==> src/rtl/shift_sequencer.sv <==
// Multi-cycle shifter/rotator: moves the operand one bit per clock until the
// effective count runs out, then pulses done with the result and an illegal-op flag.
module shift_sequencer #(
    parameter int WIDTH = 32
) (
    input  logic             clock,
    input  logic             reset,
    input  logic             start,
    input  logic [2:0]       op,
    input  logic [WIDTH-1:0] data_in,
    input  logic [WIDTH-1:0] amount,
    output logic             busy,
    output logic             done,
    output logic [WIDTH-1:0] result,
    output logic             err
);

    localparam int CNT_W = $clog2(WIDTH + 1);
    localparam int AMT_W = $clog2(WIDTH);
    localparam logic [CNT_W-1:0] CNT_FULL = CNT_W'(WIDTH);
    localparam logic [CNT_W-1:0] CNT_ONE  = CNT_W'(1);
    localparam logic [WIDTH-1:0] AMT_FULL = WIDTH'(WIDTH);

    localparam logic [2:0] OP_SHR  = 3'b000;
    localparam logic [2:0] OP_SHRA = 3'b001;
    localparam logic [2:0] OP_SHL  = 3'b010;
    localparam logic [2:0] OP_ROR  = 3'b011;
    localparam logic [2:0] OP_ROL  = 3'b100;

    typedef enum logic [1:0] {
        IDLE  = 2'd0,
        SHIFT = 2'd1,
        DONE  = 2'd2
    } state_t;

    state_t                   state;
    logic [2:0]               op_q;
    logic signed [WIDTH-1:0]  work;
    logic [CNT_W-1:0]         cnt;

    function automatic logic is_legal(input logic [2:0] o);
        return (o == OP_SHR) || (o == OP_SHRA) || (o == OP_SHL) ||
               (o == OP_ROR) || (o == OP_ROL);
    endfunction

    // Linear shifts saturate at a full-width count; rotates wrap modulo WIDTH.
    function automatic logic [CNT_W-1:0] eff_count(input logic [2:0]       o,
                                                   input logic [WIDTH-1:0] a);
        logic [CNT_W-1:0] k;
        k = '0;
        case (o)
            OP_SHR, OP_SHRA, OP_SHL: k = (a > AMT_FULL) ? CNT_FULL : a[CNT_W-1:0];
            OP_ROR, OP_ROL:          k = CNT_W'(a[AMT_W-1:0]);
            default:                 k = '0;
        endcase
        return k;
    endfunction

    function automatic logic signed [WIDTH-1:0] step(input logic [2:0]              o,
                                                     input logic signed [WIDTH-1:0] w);
        logic signed [WIDTH-1:0] s;
        s = w;
        case (o)
            OP_SHR:  s = $signed({1'b0, w[WIDTH-1:1]});
            OP_SHRA: s = w >>> 1;
            OP_SHL:  s = $signed({w[WIDTH-2:0], 1'b0});
            OP_ROR:  s = $signed({w[0], w[WIDTH-1:1]});
            OP_ROL:  s = $signed({w[WIDTH-2:0], w[WIDTH-1]});
            default: s = w;
        endcase
        return s;
    endfunction

    always_ff @(posedge clock) begin
        if (reset) begin
            state  <= IDLE;
            op_q   <= '0;
            work   <= '0;
            cnt    <= '0;
            busy   <= 1'b0;
            done   <= 1'b0;
            err    <= 1'b0;
            result <= '0;
        end else begin
            case (state)
                IDLE: begin
                    done <= 1'b0;
                    if (start) begin
                        op_q  <= op;
                        work  <= $signed(data_in);
                        cnt   <= eff_count(op, amount);
                        err   <= 1'b0;
                        busy  <= 1'b1;
                        state <= SHIFT;
                    end
                end
                SHIFT: begin
                    if (cnt != '0) begin
                        work <= step(op_q, work);
                        cnt  <= cnt - CNT_ONE;
                    end else begin
                        result <= work;
                        err    <= ~is_legal(op_q);
                        done   <= 1'b1;
                        state  <= DONE;
                    end
                end
                DONE: begin
                    // start is deliberately not sampled here; next acceptance is in IDLE
                    done  <= 1'b0;
                    busy  <= 1'b0;
                    state <= IDLE;
                end
                default: begin
                    done  <= 1'b0;
                    busy  <= 1'b0;
                    state <= IDLE;
                end
            endcase
        end
    end

endmodule

==> config.mk <==
export PLATFORM = sky130hd
export DESIGN_NAME = shift_sequencer
export DESIGN_NICKNAME = d
export VERILOG_FILES = /design/src/rtl/shift_sequencer.sv
export SDC_FILE = /design/constraint.sdc
export NUM_CORES = 1
export LEC_CHECK = 0
export CAP_MARGIN = 20
export CORE_AREA = 2 2 117 74
export DETAILED_ROUTE_END_ITERATION = 10
export DIE_AREA = 0 0 119 76
export PLACE_DENSITY = 0.81
export SKIP_LAST_GASP = 1
export SYNTH_ARGS = -nofsm -noshare
export SYNTH_HDL_FRONTEND = slang
export SYNTH_SLANG_ARGS = --single-unit
==> constraint.sdc <==
create_clock -name clock -period 4.3 [get_ports clock]
set_input_delay 0.645 -clock clock [delete_from_list [all_inputs] [get_ports clock]]
set_output_delay 0.645 -clock clock [all_outputs]
set_load 0.05 [all_outputs]
# Word level (Yosys, flattened, before mapping)
# Index checks and enable logic that the tools add are counted.
# totals
ff_bits,78
input_bits,70
out_inout_bits,35
elab_cells,66
# op_classes
addsub,1
n_lt_le_gt_ge,1
eq_ne,15
muxes,17
n_bitwise,3
reduce_logical,20
# op_table
op,n
32-bit one-hot mux with 5 select lines,1
32-bit two-way mux,2
32-bit one-hot mux with 2 select lines,1
"32-bit by 6-bit greater-than comparator with 1-bit output, second input constant",1
6-bit one-hot mux with 2 select lines,2
6-bit two-way mux,3
"3-bit by 2-bit equality test with 1-bit output, second input constant",4
"2-bit != test, second input constant",4
2-bit AND reduction,4
"3-bit by 1-bit equality test with 1-bit output, second input constant",2
"3-bit equality test, second input constant",2
3-bit zero test,2
"6-bit != test, second input constant",1
3-bit AND reduction,2
6-bit nonzero test,1
"6-bit by 1-bit subtractor with 6-bit output, second input constant",1
"5-bit != test, second input constant",1
5-bit AND reduction,1
1-bit logical OR,4
2-bit two-way mux,2
1-bit one-hot mux with 2 select lines,2
2-bit one-hot mux with 2 select lines,1
4-bit AND reduction,1
2-bit OR reduction,2
other kinds (6),10

# Depth between registers and ports, before layout
# logic_depth
depth_word,8
depth_mapped,8

# Worst setup path after synthesis
# Ideal clock, no wire load.
# synth_timing
path_kind,register to register
from,register cnt[0]
to,register cnt[4]
setup_time_ns,0.130
arrival_ns,1.924
t_required_ns,4.170
path_slack_ns,2.246
stages_incl_launch_ff,8
n_path_buf,0
period_less_slack_ns,2.054
cell_sequence,dfxtp_1 -> inv_1 -> ha_1 -> nor3b_1 -> a311oi_1 -> mux2_2 -> a31oi_1 -> o22ai_1
# synth_between
elab_chain_len,3
# synth_lines
element,line_no,rtl
start: declaration,39,logic [CNT_W-1:0] cnt;
start signal: assignment,91,"cnt <= eff_count(op, amount);"
start signal: assignment,100,cnt <= cnt - CNT_ONE;
6-bit by 1-bit subtractor with 6-bit output or 6-bit nonzero test (tied branches),"100, 98",
6-bit two-way mux or 2-bit != test (tied branches),-,
6-bit one-hot mux with 2 select lines or 3-bit AND reduction (tied branches),-,
# Parallel ways exist; a longest one is shown, timed or not. The select of a mux whose other input is x is not followed.
# A chain may end at the register's enable or synchronous reset.

# Worst setup path in the final report
# layout_timing
from,input start
to,register work[17]
# layout_between
elab_chain_len,2
# layout_lines
element,line_no,rtl
start: declaration,8,"input logic start,"
2-bit != test (no source line),-,
4-bit AND reduction (no source line),-,
end signal: assignment,90,work <= $signed(data_in);
end signal: assignment,99,"work <= step(op_q, work);"
end: declaration,38,logic signed [WIDTH-1:0] work;
# No other way between the ends.

==> flow_metrics.env <==
export IMPL_outcome="complete, no violations"
export IMPL_drv_slew=0
export IMPL_critical_path_max_stage_delay_ns=0.76
export IMPL_pre_cts_ws_ns=1.28
export IMPL_busiest_layer="met2"
export IMPL_met2_use_gr_pct=31.4
export IMPL_max_capacitance_violation_count=0
export IMPL_globalRoute_totalOverflow=0
export IMPL_routed_via_density=5.32
export IMPL_global_route_met1_utilization_pct=29.7
export IMPL_post_dp_hpwl_microns=6520
export IMPL_finalSetupViolations=0
export IMPL_powerDensity_nw_per_um2=489
export IMPL_cts_resized_gates=0
export IMPL_gp_routability_congestion=0.869
export IMPL_finalSetupTns_ns=0
export IMPL_synthArstFlopShare_pct=0
export IMPL_core_area_sq_um=8100
export IMPL_arrival_ns=2.94
export IMPL_top_achievable_clock_speed_mhz=376
export IMPL_areaGrowthSynthToFinish_pct=39.9
export IMPL_first_global_vias=3278
export IMPL_cts_tree="yes"
export IMPL_final_total_pwr_uw=2450
export IMPL_synth_avg_cell_area_sq_um=8.26
export IMPL_cts_buffers_inserted=9
export IMPL_synth_ff_type="dfxtp_1"
export IMPL_detail_route_iter0_violations=313
export IMPL_clock_skew_final_ns=0.00519
export IMPL_power_leakage_uw=0.00179
export IMPL_gr_usage_all_layers_pct=21.2
export IMPL_detail_route_drc_violations=0
export IMPL_post_route_period_util_pct=61.9
export IMPL_route_final_wire_length_microns=9310
export IMPL_critical_path_max_fanout=16
export IMPL_slew_at_the_pin_closest_to_its_max_slew_limit_ns=1.00
export IMPL_route_antenna_remaining_nets=0
export IMPL_crit_slowest_cell="nor3_2"
export IMPL_setup_worst_path_end_class="register"
export IMPL_clock_sinks=78
export IMPL_ctsHtreeMaxLevel=3
export IMPL_nNetsFinal=595
export IMPL_cp_data_required_time_ns=4.58
export IMPL_floorplan_die_height_microns=76
export IMPL_timing_max_slew_rel_slack_pct=32.9
export IMPL_worst_skew_pair_late_latency_ns=0.33
export IMPL_layout_common_cells="nand2_1 (105), clkdlybuf4s50_1 (103), dfxtp_1 (78)"
export IMPL_setup_worst_path_start_class="input pin"
export IMPL_min_delay_path_class="reg2reg"
export IMPL_grt_antenna_before_repair=0
export IMPL_post_cts_buffers=0
export IMPL_io_buffers=104
export IMPL_synthesis_yosys_warnings=0
export IMPL_worst_ir_drop_vdd_mv=0.203
export IMPL_boundaryPins=105
export IMPL_grt_max_degree=76
export IMPL_clockBufferDepth=2
export IMPL_synth_area_leader_cell="dfxtp_1"
export IMPL_yosys_area_top_type_share_pct=43.7
export IMPL_final_hold_viol_count=0
export IMPL_top_cells_by_area_in_the_synthesized_netlist="dfxtp_1 (44%), nand2_1 (11%), mux2i_1 (9.0%)"
export IMPL_post_synth_inst_count=433
export IMPL_synth_ff_latch_count=78
export IMPL_timing_setup_critical_path_class="in2reg"
export IMPL_avg_wl_per_cell_microns=14.5
export IMPL_synth_edff_count=0
export IMPL_ys_types=40
export IMPL_floorplan_initialDensity_pct=44.2
export IMPL_clock_root_buffer="clkbuf_16"
export IMPL_setup_slack_after_layout_ns=1.64
export IMPL_detailroute_via_count=3411
export IMPL_critical_path_cell_chain="clkdlybuf4s50_1 -> nor2_1 -> a311o_2 -> nor3_2 -> buf_4 -> a22o_1"
export IMPL_ys_seq_area_share_pct=43.7
export IMPL_drt_pass1_iterations=4
export IMPL_post_synth_instance_area_sq_um=3580
export IMPL_drive_gt1_share_pct=6.05
export IMPL_clock_transition_at_the_registers_of_the_reported_paths_ns=0.06
export IMPL_syn_nets=504
export IMPL_setup_repair_after_global_routing_missed_its_margin="false"
export IMPL_standard_cell_rows=26
export IMPL_grt_first_pass_wirelength_microns=15600
export IMPL_finalWorstPathRequiredPeriod_ns=2.66
export IMPL_hold_buf_cts=0
export IMPL_die_width_microns=119
export IMPL_met3_usage_pct=6.59
export IMPL_mostFrequentLayoutCell="nand2_1"
export IMPL_die_area_sq_um=9040
export IMPL_n_antenna_cell=0
kinds of logic (layout without fill, tap and decap cells):
| family | count (synthesis) | in the layout | synth area share, % |
|---|---|---|---|
| and+or+nand+nor | 161 | 161 | 19.4 |
| muxes | 33 | 33 | 9.27 |
| xor gates and xnor gates | 2 | 2 | 0.490 |
| adders and majority gates | 1 | 1 | 0.350 |
| buffers and inverters | 34 | 130 | 4.90 |
| AOI/OAI and AO/OA | 124 | 124 | 22.0 |
| DFF | 78 | 78 | 43.7 |
critical path, delay by kind of cell:
family / cells / cell delay, ns
buf+inv: 2 / 0.84
simple gates: 2 / 0.82
compound gates: 2 / 0.64
cell usage after synthesis, drive strengths merged (2+ instances only):
cell type	number
nand2	105
a21oi	40
a211oi	2
nand2b	3
nor3	8
nor3b	2
nand3b	4
mux2i	32
dfxtp	78
nand3	3
nor4	8
o22ai	2
a22o	31
a31oi	3
nor2	21
o211ai	4
clkbuf	21
buf	8
o21ai	37
inv	4
worst paths after layout:
check	startpoint	to	slack, ns	cells after the start
hold / removal	result[20]$_SDFFE_PP0P_	result[20]$_SDFFE_PP0P_	0.45	2
setup reg to reg	cnt[0]$_SDFFE_PP0P_	work[17]$_SDFFE_PP0P_	1.65	7
setup / recovery	start	work[17]$_SDFFE_PP0P_	1.64	6
hold reg to reg	result[20]$_SDFFE_PP0P_	result[20]$_SDFFE_PP0P_	0.45	2
area by class of cell:
cell class | count | area, sq um
Timing Repair Buffer | 110 | 1130
Fill cell | 724 | 3100
Inverter | 4 | 15.0
Clock inverter | 7 | 72.6
Clock buffer | 9 | 225
Tap cell | 112 | 140
Sequential cell | 78 | 1560
Multi-Input combinational cell | 321 | 1860
sequential cells by signal, indices dropped and copies added (netlist names):
signal  cells
result     32
err         1
state       2
done        1
cnt         6
busy        1
op_q        3
work       32
metrics by stage:
step	hold slack, ns	instances	utilization, %	cell area (sq um)
after floorplan	0.454	433	-	3580
after global placement	0.444	622	57.2	4640
after detailed placement	0.446	623	57.4	4650
after CTS	0.455	639	61.1	4950
after global routing	0.474	641	61.8	5000
final	0.454	641	61.8	5000
routing by layer:
layer / part of all wire [%] / wire length [microns] / vias to the layer above
li1: - / - / 1718
met1: 50 / 4670 / 1580
met2: 42 / 3930 / 108
met3: 7.1 / 659 / 5
met4: 0.55 / 51 / 0
met5: 0 / 0 / -
power breakdown:
group          internal, uW  switching [uW]
clock network           451             299
logic                   322             436
registers               829             111
total                  1600             845
(Power assumes the default switching activity.)
